===== src/rtl/matrix_scan_driver_pkg.sv =====
// Shared constants and types for the 5x7 LED matrix column scan driver.
// Column indices come from an upstream mod-5 counter; 5..7 mean "no column".
package matrix_scan_driver_pkg;

    localparam int NUM_COLS = 5;
    localparam int NUM_ROWS = 7;
    localparam int COL_W    = 3;

    localparam logic [COL_W-1:0]    COL_LAST = 3'd4;
    localparam logic [NUM_COLS-1:0] COL_OFF  = 5'b11111;

    typedef enum logic {
        BLANK = 1'b0,
        DRIVE = 1'b1
    } scan_state_e;

    function automatic logic col_valid(input logic [COL_W-1:0] col);
        return col <= COL_LAST;
    endfunction

endpackage


===== src/rtl/matrix_scan_driver_scan_frame_buffer.sv =====
// Double-buffered 5x7 frame image: writes go to the back bank, the scan reads
// the front bank, and a swap flips which bank plays which role.
module scan_frame_buffer
    import matrix_scan_driver_pkg::*;
(
    input  logic                clock,
    input  logic                reset_n,
    input  logic                wr_en,
    input  logic [COL_W-1:0]    wr_col,
    input  logic [NUM_ROWS-1:0] wr_data,
    input  logic                swap,
    input  logic [COL_W-1:0]    rd_col,
    output logic [NUM_ROWS-1:0] front_data
);

    logic [NUM_ROWS-1:0] bank_q [2][NUM_COLS];
    logic                front_sel_q;

    // NOTE: the banks are only 70 flops, so they are reset like ordinary state
    // rather than left uninitialised as a RAM would be.
    always_ff @(posedge clock or negedge reset_n) begin
        if (!reset_n) begin
            front_sel_q <= 1'b0;
            for (int b = 0; b < 2; b++) begin
                for (int c = 0; c < NUM_COLS; c++) begin
                    bank_q[b][c] <= '0;
                end
            end
        end else begin
            // NOTE: non-blocking assignments so every flop samples pre-edge values;
            // a write in the swap cycle therefore lands in the old back bank.
            if (wr_en && col_valid(wr_col)) begin
                bank_q[~front_sel_q][wr_col] <= wr_data;
            end
            if (swap) begin
                front_sel_q <= ~front_sel_q;
            end
        end
    end

    assign front_data = col_valid(rd_col) ? bank_q[front_sel_q][rd_col] : '0;

endmodule


===== src/rtl/matrix_scan_driver.sv =====
// Column scan driver for a 5x7 LED matrix: blanks on every column change,
// then drives the active-low column enable and the front-buffer row pattern.
module matrix_scan_driver
    import matrix_scan_driver_pkg::*;
#(
    parameter int BLANK_CYCLES = 2
) (
    input  logic                clock,
    input  logic                reset_n,
    input  logic [COL_W-1:0]    col_idx,
    input  logic                wr_en,
    input  logic [COL_W-1:0]    wr_col,
    input  logic [NUM_ROWS-1:0] wr_data,
    input  logic                swap_req,
    output logic                swap_ack,
    output logic [NUM_COLS-1:0] col_out,
    output logic [NUM_ROWS-1:0] row_out,
    output logic                frame_pulse
);

    localparam logic [3:0] CNT_LAST = 4'(BLANK_CYCLES - 1);

    logic [COL_W-1:0]    idx_q;
    scan_state_e         state_q;
    logic [3:0]          cnt_q;
    logic                run_q;
    logic                pending_q;
    logic                change;
    logic                boundary;
    logic                do_swap;
    logic [NUM_ROWS-1:0] front_data;

    assign change   = (col_idx != idx_q);
    assign boundary = (idx_q == COL_LAST) && (col_idx == '0);
    assign do_swap  = boundary && (pending_q || swap_req);

    // run_q holds the blank count still on the edge that samples reset release,
    // so the first drive comes BLANK_CYCLES+1 cycles after release.
    always_ff @(posedge clock or negedge reset_n) begin
        if (!reset_n) begin
            idx_q   <= '0;
            state_q <= BLANK;
            cnt_q   <= '0;
            run_q   <= 1'b0;
        end else begin
            idx_q <= col_idx;
            run_q <= 1'b1;
            if (change) begin
                state_q <= BLANK;
                cnt_q   <= '0;
            end else if (state_q == BLANK && run_q) begin
                if (cnt_q == CNT_LAST) begin
                    if (col_valid(idx_q)) begin
                        state_q <= DRIVE;
                    end
                end else begin
                    cnt_q <= cnt_q + 4'd1;
                end
            end
        end
    end

    always_ff @(posedge clock or negedge reset_n) begin
        if (!reset_n) begin
            pending_q   <= 1'b0;
            swap_ack    <= 1'b0;
            frame_pulse <= 1'b0;
        end else begin
            frame_pulse <= boundary;
            swap_ack    <= do_swap;
            if (do_swap) begin
                pending_q <= 1'b0;
            end else if (swap_req) begin
                pending_q <= 1'b1;
            end
        end
    end

    scan_frame_buffer u_frame_buffer (
        .clock      (clock),
        .reset_n    (reset_n),
        .wr_en      (wr_en),
        .wr_col     (wr_col),
        .wr_data    (wr_data),
        .swap       (do_swap),
        .rd_col     (idx_q),
        .front_data (front_data)
    );

    // NOTE: every output gets a default before the state test, so no latch is inferred.
    always_comb begin
        col_out = COL_OFF;
        row_out = '0;
        if (state_q == DRIVE) begin
            col_out = COL_OFF ^ (NUM_COLS'(1) << idx_q);
            row_out = front_data;
        end
    end

endmodule


===== config.mk =====
export PLATFORM = sky130hd
export DESIGN_NAME = matrix_scan_driver
export DESIGN_NICKNAME = d
export VERILOG_FILES = /design/src/rtl/matrix_scan_driver_pkg.sv /design/src/rtl/matrix_scan_driver_scan_frame_buffer.sv /design/src/rtl/matrix_scan_driver.sv
export SDC_FILE = /design/constraint.sdc
export NUM_CORES = 1
export LEC_CHECK = 0
export ABC_CLOCK_PERIOD_IN_PS = 2500
export CAP_MARGIN = 40
export CORE_MARGIN = 5
export CORE_UTILIZATION = 47
export DETAILED_ROUTE_END_ITERATION = 10
export GPL_ROUTABILITY_DRIVEN = 0
export PLACE_DENSITY = 0.74
export SLEW_MARGIN = 20
export SYNTH_ARGS = -nofsm -noshare
export SYNTH_HDL_FRONTEND = slang
export SYNTH_SLANG_ARGS = --single-unit
export TNS_END_PERCENT = 5

===== constraint.sdc =====
create_clock -name clock -period 2.5 [get_ports clock]
set_input_delay 0.25 -clock clock [delete_from_list [all_inputs] [get_ports clock]]
set_output_delay 0.25 -clock clock [all_outputs]
set_load 0.005 [all_outputs]

==> impl_metrics.json <==
{
  "fillerInstances": 674,
  "gr-total-overflow": 0,
  "antenna_cells": 0,
  "grt_antenna_before_repair": 0,
  "clock-root-buffer": "clkbuf_8",
  "r2r_cells": 4,
  "synth_top_family_by_area": "multiplexers",
  "powerDensity_mw_per_mm2": 873,
  "final_cells": 440,
  "worstPathArrival_ns": 2.17,
  "ys_types": 38,
  "postRouteAntennaNets": 0,
  "multiInputGateArea_mm2": 0.00174,
  "fin_hold_ws_ns": 0.428,
  "hold_viol": 0,
  "fin_nets": 349,
  "drc": 0,
  "crit_path_end_kind": "primary output",
  "crit_type": "reg2out",
  "fmax_mhz": 413,
  "grt_pass1_vias": 2749,
  "dp.cells": 421,
  "combPwrFrac": 0.235,
  "grt_pass1_wl_mm": 14.1,
  "dieArea_mm2": 0.0102,
  "dp_hpwl_mm": 5.82,
  "r2r-start": "u_frame_buffer.front_sel_q",
  "setup.worst_path.start": "idx_q[0]",
  "synth_seq_cells": 83,
  "placed_area_mm2": 0.00433,
  "min_period_ns": 2.42,
  "final_common_cell": "dfrtp_1",
  "required_ns": 2.25,
  "crit_end": "row_out[2]",
  "p_int_mw": 2.89,
  "rsz0062_at_grt": "yes",
  "clockPowerShare": 0.245,
  "vias": 2494,
  "track_usage": 0.181,
  "r2r-end": "u_frame_buffer.bank_q[61]",
  "io_pins": 31,
  "first_pass_iters": 4,
  "finalWorstSetupSlack_ns": 0.0801,
  "synthMuxAreaShare": 0.284,
  "die_height_um": 101,
  "final.period_utilization": 0.968,
  "hold_path_class": "in2reg",
  "cts.sinks": 83,
  "routedWlPerCell_um": 18.8,
  "synthCells": 297,
  "die_w_um": 101,
  "tritoncts": "done",
  "drv_slew": 0,
  "synth_simple_gate_area_share": 0.122,
  "clkLatencyLatePin_ns": 0.35,
  "rows": 33,
  "crit_path_start_kind": "flip-flop",
  "register_area_mm2": 0.00208,
  "tns_ns": 0,
  "critical_path.max_fanout": 6,
  "maxCapViolCount": 0,
  "synthXorXnorAreaFrac": 0.0157,
  "synthAdderAreaFrac": 0.00640,
  "numPortBuffers": 30,
  "path_clk_slew_ns": 0.09,
  "clk_path_buf_depth": 2,
  "tightest_slew_ns": 0.715,
  "start_util": 0.478,
  "grt_max_degree": 55,
  "synth_area_mm2": 0.00391,
  "relSlewSlack": 0.524,
  "p_leak_nw": 2.00,
  "critPathBufInv": 2,
  "path_cells": "buf_8, mux4_2, nand3_1, nand4_1, clkdlybuf4s50_1",
  "layout-drive-gt1-share": 0.355,
  "vias_per_cell": 5.67,
  "syn_area_per_cell_um2": 13.2,
  "finalSetupViolCount": 0,
  "htree_levels": 3,
  "drt_iter0_drc": 122,
  "critPathSlowestCell": "mux4_2",
  "synth.yosys.seq_area_share": 0.531,
  "power_switching_mw": 1.13,
  "drt-total-wl_mm": 8.28,
  "status": "complete, no violations",
  "rrSetupSlack_ns": 0.65,
  "vdd_drop_max_mv": 0.332,
  "numCtsBuffers": 9,
  "synth_compound_area_frac": 0.0141,
  "worst_clock_skew_ns": 0.0117,
  "area.growth.synth_to_final_pct": 17.7,
  "swShare": 0.280,
  "synth_fp_nets": 316,
  "final_area_mm2": 0.00460,
  "pre_cts_ws_ns": 0.280,
  "core_region_area_mm2": 0.00818,
  "critical-path-max-stage-delay_ns": 0.50,
  "seqPwrFrac": 0.519,
  "most-common-layout-cells": "80 x dfrtp_1, 70 x mux2_2, 27 x clkdlybuf4s50_1, 20 x nand3_1, 15 x nand2_1",
  "ys.warnings.count": 0,
  "cp.depth": 5,
  "cp_top_family": "buffers and inverters"
}
## metal layers
layer | vias to the layer above | routed length, µm | GRT usage
met2 | 66 | 4030 | 0.283
met5 | - | 0 | 0
met3 | 24 | 360 | 0.0351
met4 | 0 | 248 | 0.0869
li1 | 1131 | - | -
met1 | 1273 | 3640 | 0.242
## repair_timing
action,in CTS,in global routing
endpoints found under the hold margin,53,0
hold buffers,1,0
endpoints found under the setup margin,7,7
gates resized for setup,6,9
setup buffers,0,2
## worst reg2reg max path: cells and delay by family (launching register included)
| family | cells | cell delay (ns) |
|---|---|---|
| buf+inv | 1 | 0.26 |
| flops | 1 | 0.55 |
| mux | 1 | 0.40 |
| simple gates | 2 | 0.53 |
## power groups by stage
| stage | logic [mW] | registers [mW] | clock network (mW) |
|---|---|---|---|
| 3_5_place_dp | 0.935 | 2.11 | 0 |
| 4_1_cts | 0.945 | 2.08 | 1.00 |
| 3_3_place_gp | 0.895 | 2.08 | 0 |
| 5_1_grt | 1.05 | 2.14 | 1.06 |
| 6_report | 0.946 | 2.09 | 0.986 |
| 2_1_floorplan | 0.754 | 2.00 | 0 |
## final cells by class
| class | count | share of cell area |
|---|---|---|
| Inverter | 2 | 0.00163 |
| Clock buffer | 11 | 0.0307 |
| Sequential cell | 83 | 0.452 |
| Clock inverter | 5 | 0.0133 |
| Tap cell | 105 | 0.0286 |
| Multi-Input combinational cell | 191 | 0.378 |
| Timing Repair Buffer | 43 | 0.0952 |
## Yosys cell counts, drive strengths merged
cell type,instances,area (µm²)
dfrtp,83,2080
mux2,70,788
nand3,20,100
buf,18,83.8
nand2,15,56.3
mux2i,14,140
nor2,12,50.1
mux4,8,180
nand4,7,43.8
a21oi,6,30.0
nand3b,6,57.6
xnor2,5,43.8
clkbuf,3,11.3
nor2b,3,18.8
nor3b,3,32.5
or3,3,18.8
ha,2,25.0
inv,2,7.51
nand2b,2,12.5
nor3,2,21.3
xor2,2,17.5
a211oi,1,7.51
a31oi,1,6.26
and2,1,6.26
and2b,1,7.51
and3,1,6.26
and3b,1,8.76
conb,1,3.75
nor4,1,21.3
o21ai,1,5.00
o22ai,1,6.26
or4b,1,13.8
## cells by family after synthesis
kind of cell	count (synthesis)
buffers and inverters	23
AND/OR/NAND/NOR	79
multiplexers	92
adder cells (fa/ha/maj)	2
other	1
flip-flops	83
AO/OA/AOI/OAI	10
XOR/XNOR	7
## how the worst min path moves through the flow
stage | from | cells after the start | endpoint
4_1_cts | col_idx[2] | 1 | idx_q[2]
6_report | col_idx[2] | 1 | idx_q[2]
5_1_grt | col_idx[2] | 1 | idx_q[2]
3_3_place_gp | reset_n | 1 | u_frame_buffer.bank_q[31]
3_5_place_dp | reset_n | 1 | u_frame_buffer.bank_q[31]
2_1_floorplan | reset_n | 0 | cnt_q[0]
## through the flow
stage	util	total power, mW
finish	0.563	4.02
global route	0.563	4.25
global placement	0.530	2.97
CTS	0.557	4.03
floorplan	-	2.75
detailed placement	0.530	3.04
## state kept, by name, indices dropped and copies added, names as in the netlist
signal / flops
cnt_q: 4
u_frame_buffer.front_sel_q: 1
idx_q: 3
u_frame_buffer.bank_q: 70
frame_pulse: 1
state_q: 1
pending_q: 1
swap_ack: 1
run_q: 1
Note: power is estimated with default switching activity, not from simulation.
